[config.mk]
export PLATFORM = sky130hd
export DESIGN_NAME = bomb_slot_arbiter
export DESIGN_NICKNAME = d
export VERILOG_FILES = /design/src/rtl/bomb_slot_arbiter_pkg.sv /design/src/rtl/bomb_slot.sv /design/src/rtl/bomb_slot_arbiter.sv
export SDC_FILE = /design/constraint.sdc
export NUM_CORES = 1
export LEC_CHECK = 0
export CORE_ASPECT_RATIO = 1.2
export CORE_MARGIN = 3
export CORE_UTILIZATION = 60
export DETAILED_ROUTE_END_ITERATION = 6
export DONT_BUFFER_PORTS = 1
export PLACE_DENSITY = 0.76
export SETUP_SLACK_MARGIN = 0.1
export SYNTH_ARGS = -nofsm -noshare
export SYNTH_HDL_FRONTEND = slang
export SYNTH_SLANG_ARGS = --single-unit
export TNS_END_PERCENT = 100
[constraint.sdc]
create_clock -name clk -period 6.05 [get_ports clk]
set_input_delay 0.3025 -clock clk [delete_from_list [all_inputs] [get_ports clk]]
set_output_delay 0.3025 -clock clk [all_outputs]
set_load 0.03 [all_outputs]
[src/rtl/bomb_slot_arbiter_pkg.sv]
// bomb_pkg: shared types and defaults for the bomb slot pool.
//   slot_state_t  : per-slot phase encoding
//   DEF_*         : default timing / coordinate width
//   PLAYER1/2     : owner id encoding used on slot_owner
package bomb_pkg;

  typedef enum logic [1:0] {
    IDLE  = 2'd0,
    FUSE  = 2'd1,
    BLAST = 2'd2
  } slot_state_t;

  localparam int DEF_FUSE_MS  = 3000;
  localparam int DEF_BLAST_MS = 1000;
  localparam int DEF_COORD_W  = 6;

  localparam logic PLAYER1 = 1'b0;
  localparam logic PLAYER2 = 1'b1;

endpackage

[src/rtl/bomb_slot.sv]
// bomb_slot: one bomb slot -- phase FSM, ms counter, position/owner regs.
//   clk, rst_n          : clock, async active-low reset
//   tick                : 1 ms strobe
//   alloc, alloc_x/y/owner : load a new bomb (honoured only in IDLE)
//   detonate            : early blast request (honoured only in FUSE)
//   x, y, owner         : held position/owner, zero while IDLE
//   fuse, blast         : phase flags
//   blast_start         : one-cycle pulse on FUSE->BLAST
module bomb_slot
  import bomb_pkg::*;
#(
  parameter int FUSE_MS  = DEF_FUSE_MS,
  parameter int BLAST_MS = DEF_BLAST_MS,
  parameter int COORD_W  = DEF_COORD_W,
  parameter int CNT_W    = 13
) (
  input  logic               clk,
  input  logic               rst_n,
  input  logic               tick,
  input  logic               alloc,
  input  logic [COORD_W-1:0] alloc_x,
  input  logic [COORD_W-1:0] alloc_y,
  input  logic               alloc_owner,
  input  logic               detonate,
  output logic [COORD_W-1:0] x,
  output logic [COORD_W-1:0] y,
  output logic               owner,
  output logic               fuse,
  output logic               blast,
  output logic               blast_start
);

  slot_state_t        state_q, state_d;
  logic [CNT_W-1:0]   cnt_q, cnt_d;
  logic [COORD_W-1:0] x_d, y_d;
  logic               own_d, bs_d;

  always_ff @(posedge clk or negedge rst_n) begin
    if (!rst_n) begin
      state_q     <= IDLE;
      cnt_q       <= '0;
      x           <= '0;
      y           <= '0;
      owner       <= 1'b0;
      blast_start <= 1'b0;
    end else begin
      state_q     <= state_d;
      cnt_q       <= cnt_d;
      x           <= x_d;
      y           <= y_d;
      owner       <= own_d;
      blast_start <= bs_d;
    end
  end

  // Phase changes fire on the tick that finds the counter at 1; "<= 1"
  // also covers a zero count so a slot can never get stuck.
  always_comb begin
    state_d = state_q;
    cnt_d   = cnt_q;
    x_d     = x;
    y_d     = y;
    own_d   = owner;
    bs_d    = 1'b0;
    case (state_q)
      IDLE: if (alloc) begin
        state_d = FUSE;
        cnt_d   = CNT_W'(FUSE_MS);
        x_d     = alloc_x;
        y_d     = alloc_y;
        own_d   = alloc_owner;
      end
      FUSE: begin
        if (detonate || (tick && cnt_q <= CNT_W'(1))) begin
          state_d = BLAST;
          cnt_d   = CNT_W'(BLAST_MS);
          bs_d    = 1'b1;
        end else if (tick) begin
          cnt_d = cnt_q - CNT_W'(1);
        end
      end
      BLAST: begin
        if (tick && cnt_q <= CNT_W'(1)) begin
          state_d = IDLE;
          cnt_d   = '0;
          x_d     = '0;
          y_d     = '0;
          own_d   = 1'b0;
        end else if (tick) begin
          cnt_d = cnt_q - CNT_W'(1);
        end
      end
      default: state_d = IDLE;
    endcase
  end

  assign fuse  = (state_q == FUSE);
  assign blast = (state_q == BLAST);

endmodule

[src/rtl/bomb_slot_arbiter.sv]
// bomb_slot_arbiter: shared bomb slot pool for two players.
//   clk, rst_n             : clock, async active-low reset
//   tick_1ms               : 1 ms strobe
//   req_p1/2, p1/2_x/y     : placement request pulse + grid position
//   detonate[SLOTS]        : chain-reaction blast request per slot
//   grant_p1/2, deny_p1/2  : registered response, one cycle after request
//   slot_x/y               : packed positions, slot i at [i*COORD_W +: COORD_W]
//   slot_owner             : 0 = player 1, 1 = player 2
//   slot_fuse/blast        : phase flags; blast_start pulses on blast entry
module bomb_slot_arbiter
  import bomb_pkg::*;
#(
  parameter int SLOTS          = 6,
  parameter int PER_PLAYER_MAX = 3,
  parameter int FUSE_MS        = DEF_FUSE_MS,
  parameter int BLAST_MS       = DEF_BLAST_MS,
  parameter int COORD_W        = DEF_COORD_W,
  parameter int CNT_W          = 13
) (
  input  logic                     clk,
  input  logic                     rst_n,
  input  logic                     tick_1ms,
  input  logic                     req_p1,
  input  logic                     req_p2,
  input  logic [COORD_W-1:0]       p1_x,
  input  logic [COORD_W-1:0]       p1_y,
  input  logic [COORD_W-1:0]       p2_x,
  input  logic [COORD_W-1:0]       p2_y,
  input  logic [SLOTS-1:0]         detonate,
  output logic                     grant_p1,
  output logic                     grant_p2,
  output logic                     deny_p1,
  output logic                     deny_p2,
  output logic [SLOTS*COORD_W-1:0] slot_x,
  output logic [SLOTS*COORD_W-1:0] slot_y,
  output logic [SLOTS-1:0]         slot_owner,
  output logic [SLOTS-1:0]         slot_fuse,
  output logic [SLOTS-1:0]         slot_blast,
  output logic [SLOTS-1:0]         blast_start
);

  localparam int IW = (SLOTS > 1) ? $clog2(SLOTS) : 1;
  localparam int CW = $clog2(SLOTS + 1) + 1;

  logic [SLOTS-1:0][COORD_W-1:0] sx, sy;
  logic [SLOTS-1:0]              live;
  logic                          rr_q;   // 0: player 1 wins ties

  logic [CW-1:0] p1_cnt, p2_cnt;
  logic          p1_hit, p2_hit, have1, have2, ok1, ok2, same, g1, g2;
  logic [IW-1:0] idx1, idx2, s1, s2;

  assign slot_x = sx;
  assign slot_y = sy;
  assign live   = slot_fuse | slot_blast;

  // Quota, occupancy and the two lowest free slots, all from registered
  // slot state, so a slot freed this edge is only reusable next cycle.
  always_comb begin
    p1_cnt = '0;
    p2_cnt = '0;
    p1_hit = 1'b0;
    p2_hit = 1'b0;
    have1  = 1'b0;
    have2  = 1'b0;
    idx1   = '0;
    idx2   = '0;
    for (int i = 0; i < SLOTS; i++) begin
      if (live[i]) begin
        if (slot_owner[i] == PLAYER2) p2_cnt = p2_cnt + CW'(1);
        else                          p1_cnt = p1_cnt + CW'(1);
        if (sx[i] == p1_x && sy[i] == p1_y) p1_hit = 1'b1;
        if (sx[i] == p2_x && sy[i] == p2_y) p2_hit = 1'b1;
      end else if (!have1) begin
        have1 = 1'b1;
        idx1  = IW'(i);
      end else if (!have2) begin
        have2 = 1'b1;
        idx2  = IW'(i);
      end
    end
  end

  // The winner of a simultaneous request takes the lowest free slot; the
  // loser needs a second slot and a distinct position. If the winner is
  // rejected on its own terms the loser is judged as if alone.
  always_comb begin
    ok1  = (p1_cnt < CW'(PER_PLAYER_MAX)) && !p1_hit && have1;
    ok2  = (p2_cnt < CW'(PER_PLAYER_MAX)) && !p2_hit && have1;
    same = (p1_x == p2_x) && (p1_y == p2_y);
    g1   = 1'b0;
    g2   = 1'b0;
    s1   = idx1;
    s2   = idx1;
    if (req_p1 && req_p2) begin
      if (rr_q == PLAYER1) begin
        g1 = ok1;
        g2 = ok1 ? (ok2 && have2 && !same) : ok2;
        if (ok1) s2 = idx2;
      end else begin
        g2 = ok2;
        g1 = ok2 ? (ok1 && have2 && !same) : ok1;
        if (ok2) s1 = idx2;
      end
    end else begin
      g1 = req_p1 && ok1;
      g2 = req_p2 && ok2;
    end
  end

  always_ff @(posedge clk or negedge rst_n) begin
    if (!rst_n) begin
      rr_q     <= PLAYER1;
      grant_p1 <= 1'b0;
      grant_p2 <= 1'b0;
      deny_p1  <= 1'b0;
      deny_p2  <= 1'b0;
    end else begin
      if (req_p1 && req_p2) rr_q <= ~rr_q;
      grant_p1 <= g1;
      grant_p2 <= g2;
      deny_p1  <= req_p1 && !g1;
      deny_p2  <= req_p2 && !g2;
    end
  end

  for (genvar i = 0; i < SLOTS; i++) begin : g_slot
    logic pick1, pick2;
    assign pick1 = g1 && (s1 == IW'(i));
    assign pick2 = g2 && (s2 == IW'(i));

    bomb_slot #(
      .FUSE_MS (FUSE_MS),
      .BLAST_MS(BLAST_MS),
      .COORD_W (COORD_W),
      .CNT_W   (CNT_W)
    ) u_slot (
      .clk        (clk),
      .rst_n      (rst_n),
      .tick       (tick_1ms),
      .alloc      (pick1 | pick2),
      .alloc_x    (pick2 ? p2_x : p1_x),
      .alloc_y    (pick2 ? p2_y : p1_y),
      .alloc_owner(pick2),
      .detonate   (detonate[i]),
      .x          (sx[i]),
      .y          (sy[i]),
      .owner      (slot_owner[i]),
      .fuse       (slot_fuse[i]),
      .blast      (slot_blast[i]),
      .blast_start(blast_start[i])
    );
  end

endmodule

==> summary.md <==
| Metric | Value |
|---|---|
| DRC | 0 |
| CP max stage delay | approximately 0.53 ns |
| Status | finished clean |
| FFs w/ async S/R, synth | 1.00 |
| Fin. max-slew vios | 0 |
| Distinct cells, synth | 94 |
| Post-synthesis sequential area ratio | 0.299 |
| RSZ-0062 raised after global routing | yes |
| Slew headroom | 0.259 |
| Post-Route WL | 45.3 mm |
| DR WL/cell | 22.4 um |
| RR Startpoint | g_slot[0].u_slot.state_q[0] |
| Root buf cell | clkbuf_16 |
| Remaining Overflow, GRT | 0 |
| Syn_nets | approximately 1,800 |
| Hold_sp | tick_1ms |
| Slew at the pin with the worst max-slew slack | approximately 1.1 ns |
| R2r worst-path depth | 23 |
| Register area | ~0.0045 sq mm |
| Footprint of the multi-input gates | around 0.0095 sq mm |
| CP Class | reg2reg |
| Critical path origin | g_slot[0].u_slot.state_q[0] |
| Layout area overhead | 5.89% |
| DR pass1 iterations | 5 |
| GP Congestion | 0.985 |
| Largest cells by area after synthesis | dfrtp_1 (30%), xnor2_1 (9.8%), mux2i_1 (5.3%) |
| # setup viols final | 0 |
| Max-cap viol count | 0 |
| Fillers | 1,976 |
| Core ar. | between 0.02 and 0.025 sq mm |
| Arrival @ worst endpoint | 6.04 ns |
| PortBufs | 0 |
| Top cell type by total area after synthesis | dfrtp_1 |
| ANT cells | 0 |
| DPL Wire Length | 31.2 mm |
| CP max stage cell | nor4_2 |
| Number of buffers created by CTS | 17 |
| Tmin final | 5.70 ns |
| Routed vias | 13,900 |
| I/O Pins | ~140 |
| Chip width | 150 um |
| Clock latency on the worst-skew pair | 0.46 ns |
| Rows | 62 |
| Vias in the first global route | 13,500 |
| Worst-path clk slew | 0.08 ns |
| Pin count of the biggest net entering global routing | between 150 and 200 |
| Req. time, crit path | 6.39 ns |
| CTS tree | done |
| Htree depth | 4 |
| FF+latch count, synth | 179 |
| Crit. End Element | flip-flop |
| Mapped Cells | 1,741 |
| 1st-iter DRT viols | 1,197 |
| Top FF cell, synth | dfrtp_1 |
| Clk_skew | 0.0112 ns |
| Initial antenna violation count | 0 |
| Crit-path cells | inv_1 > ha_2 > nor2b_4 > ha_1 > nand2_1 > a21boi_4 > inv_1 > ha_1 > nand2_1 > o21ai_0 > ha_1 > nand2_1 > a21boi_0 > o21ai_0 > ha_1 > nand2_1 > mux2_2 > and2_1 > or3b_1 > nor4_2 > o21ai_4 > a31oi_2 > mux2_2 |
| Synth warn | 0 |
| Yosys top cell area share | 0.299 |
| Tot GR Track Use | 0.331 |
| Setup TNS | 0 ns |
| Antenna-violating nets left | 0 |
| Critical path peak fanout | 10 |
| Syn Area/Cell | 8.60 sq um |
| Period utilization | 0.943 |
| Hold/Removal Path Class | in2reg |
| Startpoint Class | flip-flop |
| Hold path depth | 1 |
| Cell Area, Synth | 0.0150 sq mm |
| Share of cells above drive strength 1 | 0.100 |
| Starting Density | 0.617 |
| Number of synthesized flops with an enable pin | 0 |
| Final hold vios | 0 |
| Clock Sinks | between 150 and 200 |
| Fmax | 175 MHz |
| Die Y | 179 um |
| Die Area | roughly 0.027 sq mm |
| Buffer depth of the longest clock path | 2 |
| First-pass GRT wire length | about 71 mm |
| DR vias/cell | 6.87 |
| # nets final | 1,777 |
cell type report:
class | instances | area share
Timing Repair Buffer | 52 | 0.0274
Clock inverter | 13 | 0.00773
Inverter | 129 | 0.0305
Tap cell | 320 | 0.0252
Multi-Input combinational cell | 1310 | 0.599
Clock buffer | 19 | 0.0279
Sequential cell | 179 | 0.282
through the flow:
stage	cell area [sq um]	std cells	util	setup WS [ns]	hold slack, ns
detailed placement	15000	1972	0.617	0.0754	0.0176
CTS	15600	2008	0.643	0.168	0.00131
finish	15900	2022	0.653	0.347	0.0118
global placement	15000	1972	0.617	0.333	0.0180
global route	15900	2022	0.653	0.0719	0.00181
floorplan	15000	1741	-	0.890	0.00691
critical path: cells and delay by family (launching register included):
family	cells	cell delay, ns
AO/OA/AOI/OAI	6	1.25
AND/OR/NAND/NOR	8	1.62
flip-flops	1	0.41
buffers and inverters	2	0.18
adder cells (fa/ha/maj)	5	1.53
multiplexers	2	0.59
worst paths after layout:
check                                                    end  slack [ns]
worst max-delay path               g_slot[1].u_slot.cnt_q[3]        0.35
worst min-delay path               g_slot[0].u_slot.cnt_q[1]        0.01
worst max register to register     g_slot[1].u_slot.cnt_q[3]        0.35
worst min register to register     g_slot[3].u_slot.cnt_q[1]        0.53
max in group asynchronous          g_slot[1].u_slot.cnt_q[0]        4.72
min in group asynchronous       g_slot[5].u_slot.blast_start        0.50
routing by layer:
layer | global-route usage | vias to the layer above | wire [um]
met5 | 0 | - | 0
met1 | 0.412 | 6777 | 17400
li1 | - | 6202 | -
met2 | 0.545 | 773 | 21300
met4 | 0.137 | 0 | 1660
met3 | 0.0895 | 135 | 4990
cell usage in the layout, fill, tap and decap left out, types with 46 or more instances in the layout:
cell type / count
ha_1: 52
a21oi_1: 59
nor2_1: 104
xnor2_1: 167
buf_4: 46
nand3_1: 57
o21ai_0: 77
dfrtp_1: 179
mux2i_1: 79
inv_1: 127
nand2_1: 122
synthesized netlist by cell type, drive strengths merged, types with 19 or more instances:
cell	count
nor4	33
a21oi	63
mux2	37
nand3	58
o21ai	88
xnor2	167
clkbuf	37
o221ai	30
nor3	39
o22ai	41
nand2	122
a31oi	39
nor2	104
nand2b	36
dfrtp	179
nand4	41
mux2i	80
buf	88
inv	128
ha	53
nor2b	19
registers in the layout, summed over array words and instances, names as in the netlist:
signal,flops
g_slot.u_slot.blast_start,6
grant_p2,1
deny_p2,1
g_slot.u_slot.cnt_q,78
grant_p1,1
deny_p1,1
g_slot.u_slot.x,36
g_slot.u_slot.state_q,12
g_slot.u_slot.y,36
g_slot.u_slot.owner,6
rr_q,1
cell families (layout without fill, tap and decap cells):
| kind of cell | Yosys count | count (layout) | synth area share |
|---|---|---|---|
| fa+ha+maj | 54 | 54 | 0.0449 |
| mux | 117 | 117 | 0.0813 |
| simple gates | 529 | 529 | 0.185 |
| compound gates | 433 | 435 | 0.209 |
| buf+inv | 254 | 213 | 0.0764 |
| xor+xnor | 175 | 175 | 0.105 |
| flops | 179 | 179 | 0.299 |
repair_timing:
item                       CTS  global route
gates cloned                 0             2
gates resized for setup      2            22
buffers inserted             0            12
hold buffers                 4             0
setup endpoints to repair   10           153
hold endpoints to repair   181             0
pin swaps                    0             9
Power is left out: the tool's default activity adds up to more than one toggle a clock period on the data nets, which glitch-free logic cannot reach.
